### config.mk
export PLATFORM = sky130hd
export DESIGN_NAME = serial_subtractor
export DESIGN_NICKNAME = d
export VERILOG_FILES = /design/src/rtl/serial_subtractor.sv
export SDC_FILE = /design/constraint.sdc
export NUM_CORES = 1
export LEC_CHECK = 0
export ABC_AREA = 0
export BUFFER_PORTS_ARGS = -buffer_cell sky130_fd_sc_hd__buf_2
export CAP_MARGIN = 0
export CORE_ASPECT_RATIO = 1.75
export CORE_MARGIN = 5
export CORE_UTILIZATION = 45
export DETAILED_ROUTE_END_ITERATION = 12
export GPL_ROUTABILITY_DRIVEN = 0
export GPL_TIMING_DRIVEN = 0
export PLACE_DENSITY = 0.75
export RECOVER_POWER = 50
export SYNTH_ARGS = -nofsm -noshare
export SYNTH_HDL_FRONTEND = slang
export SYNTH_SLANG_ARGS = --single-unit
### constraint.sdc
create_clock -name clk -period 2 [get_ports clk]
set_input_delay 0 -clock clk [delete_from_list [all_inputs] [get_ports clk]]
set_output_delay 0 -clock clk [all_outputs]
set_load 0.02 [all_outputs]
### src/rtl/serial_subtractor.sv
// serial_subtractor: bit-serial, LSB-first subtractor computing X - Y - BIN.
// One 1-bit full-subtractor cell is reused for WIDTH cycles. The borrow is
// chained through a register and the difference bits are collected in a
// shift register.
// Optional feature: define SERIAL_SUB_OVERFLOW_EN to add the signed-overflow
// output V.
module serial_subtractor #(
  parameter int WIDTH = 8
) (
  input  logic             clk,
  input  logic             rst,
  input  logic             start,
  input  logic [WIDTH-1:0] X,
  input  logic [WIDTH-1:0] Y,
  input  logic             BIN,
  output logic             ready,
  output logic             valid,
  output logic [WIDTH-1:0] D,
  output logic             B
`ifdef SERIAL_SUB_OVERFLOW_EN
  ,
  output logic             V
`endif
);

  // The counter has one spare bit, so it can reach WIDTH without wrapping.
  localparam int CW = $clog2(WIDTH) + 1;
  localparam logic [CW-1:0] LAST_BIT = CW'(WIDTH - 1);
  localparam logic [CW-1:0] CNT_ONE  = CW'(1);

  typedef enum logic [1:0] {
    IDLE = 2'd0,
    RUN  = 2'd1,
    DONE = 2'd2
  } state_t;

  state_t           state_reg, state_next;
  logic [WIDTH-1:0] x_reg, y_reg, res_reg;
  logic [WIDTH-1:0] res_next;
  logic             borrow_reg;
  logic [CW-1:0]    cnt_reg;
  logic [WIDTH-1:0] d_reg;
  logic             b_reg;
  logic             x_bit, y_bit, d_bit, b_next, last_bit;
`ifdef SERIAL_SUB_OVERFLOW_EN
  logic             v_reg;
  logic             v_next;
`endif

  // Full-subtractor cell applied to the current LSBs of the shifting operands.
  always_comb begin
    x_bit    = x_reg[0];
    y_bit    = y_reg[0];
    d_bit    = x_bit ^ y_bit ^ borrow_reg;
    b_next   = (~x_bit & y_bit) | (~(x_bit ^ y_bit) & borrow_reg);
    // The new difference bit enters at the MSB. After WIDTH shifts, bit 0
    // of the result holds the first bit that was computed.
    res_next = (res_reg >> 1) | {d_bit, {(WIDTH-1){1'b0}}};
    last_bit = (cnt_reg == LAST_BIT);
`ifdef SERIAL_SUB_OVERFLOW_EN
    // On the last bit, x_bit and y_bit are the original operand MSBs and
    // d_bit is the result MSB.
    v_next   = (x_bit ^ y_bit) & (d_bit ^ x_bit);
`endif
  end

  // State register.
  always_ff @(posedge clk) begin
    if (rst) state_reg <= IDLE;
    else     state_reg <= state_next;
  end

  // Next-state logic and handshake outputs.
  always_comb begin
    state_next = state_reg;
    ready      = 1'b0;
    valid      = 1'b0;
    case (state_reg)
      IDLE: begin
        ready = 1'b1;
        if (start) state_next = RUN;
      end
      RUN: begin
        if (last_bit) state_next = DONE;
      end
      DONE: begin
        valid      = 1'b1;
        state_next = IDLE;
      end
      default: state_next = IDLE;
    endcase
  end

  // Datapath: latch the operands on accept, shift one bit per RUN cycle, and
  // publish the results only on the final bit.
  always_ff @(posedge clk) begin
    if (rst) begin
      x_reg      <= '0;
      y_reg      <= '0;
      res_reg    <= '0;
      borrow_reg <= 1'b0;
      cnt_reg    <= '0;
      d_reg      <= '0;
      b_reg      <= 1'b0;
`ifdef SERIAL_SUB_OVERFLOW_EN
      v_reg      <= 1'b0;
`endif
    end else begin
      case (state_reg)
        IDLE: begin
          if (start) begin
            x_reg      <= X;
            y_reg      <= Y;
            borrow_reg <= BIN;
            res_reg    <= '0;
            cnt_reg    <= '0;
          end
        end
        RUN: begin
          x_reg      <= x_reg >> 1;
          y_reg      <= y_reg >> 1;
          borrow_reg <= b_next;
          res_reg    <= res_next;
          cnt_reg    <= cnt_reg + CNT_ONE;
          if (last_bit) begin
            d_reg <= res_next;
            b_reg <= b_next;
`ifdef SERIAL_SUB_OVERFLOW_EN
            v_reg <= v_next;
`endif
          end
        end
        default: begin
        end
      endcase
    end
  end

  assign D = d_reg;
  assign B = b_reg;
`ifdef SERIAL_SUB_OVERFLOW_EN
  assign V = v_reg;
`endif

endmodule

==> qor.yml <==
status:
  outcome: "complete, no violations"
finish:
  num-fill-cells: 408
  design_area_um2: 2138
  final_nets: 282
  syn_to_final_growth_pct: 16.73
  diodes: 0
  drive_gt1_share_pct: 20.31
detailed_routing:
  dr.pass1.iters: 4
  routed-wl-met3_um: 201
  num_vias: 1692
  wl_um: 4496
  first_iter_violations: 70
  wl_per_cell_um: 14.55
  ant_nets: 0
  top_layer_used: "met4"
  wl_met1_um: 1803
  met2_length_um: 2394
  drc_errors: 0
  vias_per_cell: 5.476
timing:
  rsz0062_at_grt: "false"
  finalCritPeriodShare_pct: 85.67
  max_freq_ghz: 0.5836
  period_minus_slack_ns: 1.713
  finalSetupViolations: 0
  relSlewSlack_pct: 64.09
  tightest_slew_ns: 0.5386
  skew_ns: 0.003518
  hold_viol_final: 0
  drv_slew: 0
  tns_ns: 0
critical_path:
  critPathMaxFanout: 10
  crit_path_top_delay_cell: "clkbuf_1"
  path_common_cell: "buf_2"
  path_class: "reg2out"
  critPathMaxStageDelay_ns: 0.38
  critPathBufInv: 4
  arrival_ns: 1.71
  path_cells: "buf_4, buf_2, clkbuf_1, nor2b_1, buf_2"
  crit_required_ns: 2.00
  critPathTopFamily: "buffers and inverters"
  start_kind: "flop"
  setup.worst_path.end_class: "output pin"
logic_synthesis:
  yosysTopAreaCell: "dfxtp_1"
  synthArstFlopShare_pct: 0
  synthTopCellsByCount: "dfxtp_1, a21oi_1, nor2_1"
  synth_nets: 242
  synth.avg_cell_area_um2: 8.326
  yosys.area.top_type_share_pct: 42.62
  synth-edff-count: 0
  ys_top_cells_by_area: "dfxtp_1, a21oi_1, nor2_1, o221a_2, a22oi_1"
  ys.flop_type: "dfxtp_1"
  ys_seq_elements: 39
  netlist_area_um2: 1832
  seq_area_frac_synth_pct: 42.62
  synth_warnings: 0
  post-synth-top-count-cell: "dfxtp_1"
  synth_cell_type_count: 36
  syn-instance-count: 220
placement:
  numPortBuffers: 30
  dpl.hpwl_um: 3232
  post_dp_cell_area_um2: 2042
global_route:
  grt_pass1_wl_um: 7514
  grt_antenna_before_repair: 0
  grt_pass1_vias: 1610
  grt_overflow: 0
  grt_max_degree: 14
  grt_use_total_pct: 17.53
hold_path:
  hp-class: "in2reg"
clock_tree:
  cts_buffers: 5
  clk_pin_slew_ns: 0.08
  cts_tree: "built"
  cts_sinks: 39
  htreeDepth: 2
  insertion_delay_ns: 0.29
  cts_buffer_depth: 2
  ctsRootBufferMaster: "clkbuf_8"
  post_cts_resized: 0
die:
  die-area_um2: 5497
  std_cell_rows: 30
  initial_core_util_pct: 46.92
  core_area_um2: 3904
  fp.dieW_um: 58.23
  die_h_um: 94.40
  io_pins: 31
power:
  p_leak_nw: 0.8424
  max-vdd-ir-drop_mv: 0.4964
  powerDensity_nw_per_um2: 737.2
run:
  drv_cap: 0
==> through the flow <==
step                      total power [mW]  instances  worst slack (ns)  util (%)  hold slack (ns)
after global placement               1.057        298            0.7171     52.31           0.2886
after CTS                            1.591        309            0.4276     55.35          0.02408
after floorplan                     0.9982        220            0.7725         -           0.1608
final                                1.576        309            0.2866     54.78          0.02781
after detailed placement             1.063        298            0.6700     52.31           0.2928
after global routing                 1.660        309            0.1833     54.78          0.05357
==> final timing paths <==
| kind | start | slack [ns] | end | cells after the start |
|---|---|---|---|---|
| worst max register to register | state_reg[1]$_SDFFE_PP0P_ | 0.51 | D[0]$_SDFFE_PP0P_ | 5 |
| worst max-delay path | state_reg[1]$_SDFFE_PP0P_ | 0.29 | valid | 5 |
| worst min-delay path | BIN | 0.03 | borrow_reg$_SDFFE_PP0P_ | 3 |
| worst min register to register | D[3]$_SDFFE_PP0P_ | 0.47 | D[3]$_SDFFE_PP0P_ | 2 |
==> cell usage in the layout (no fill, tap or decap), types with 2 or more instances in the layout <==
master         netlist  layout
a21oi_1             37      37
a22oi_1              9       9
buf_1                2       2
buf_2               11      29
clkbuf_1             5      17
clkbuf_8             0       5
clkinvlp_4           0       2
dfxtp_1             39      39
dlygate4sd3_1        0       3
inv_1               15      15
nand2_1              5       5
nand2b_1             1       2
nand3_1             10      10
nor2_1              35      35
nor2b_1              6       6
o21a_1               2       2
o221a_2             11      11
o22ai_1              4       4
o31ai_1              8       8
==> worst register-to-register path, delay by kind of cell, from the launching register on <==
kind	cells	cell delay, ns
buf+inv	2	0.45
compound gates	2	0.41
flops	1	0.30
simple gates	1	0.20
==> cell families (layout without fill, tap and decap cells) <==
group	count (synthesis)	in the layout	share of synthesized area, %
DFF	39	39	42.62
and+or+nand+nor	64	64	16.74
buffers and inverters	35	76	8.538
AOI/OAI and AO/OA	79	79	29.78
muxes	1	1	0.5465
adders and majority gates	2	2	1.776
==> layout make-up <==
class	count	area [µm²]	area share, %
tap	48	60.06	2.809
buffer	20	96.34	4.506
timing repair buffer	33	168.9	7.899
clock inverter	3	20.02	0.9362
sequential	39	780.7	36.51
multi-input combinational	146	887.1	41.49
clock buffer	5	68.82	3.218
inverter	15	56.30	2.633
==> metal layers <==
| layer | track usage (%) | vias up |
|---|---|---|
| met5 | 0 | - |
| met4 | 6.963 | 0 |
| met1 | 20.05 | 788 |
| met3 | 3.694 | 12 |
| met2 | 31.04 | 34 |
| li1 | - | 858 |
==> power breakdown <==
group          switching [mW]  internal, mW
Sequential             0.0269         0.811
Combinational           0.116        0.0938
Clock                   0.286         0.243
Total                   0.429          1.15
==> repair_timing <==
action / 4_1_cts / 5_1_grt
hold endpoints to repair: 3 / 0
hold buffers: 3 / 0
buffers inserted: 0 / 0
(Power assumes the default switching activity.)
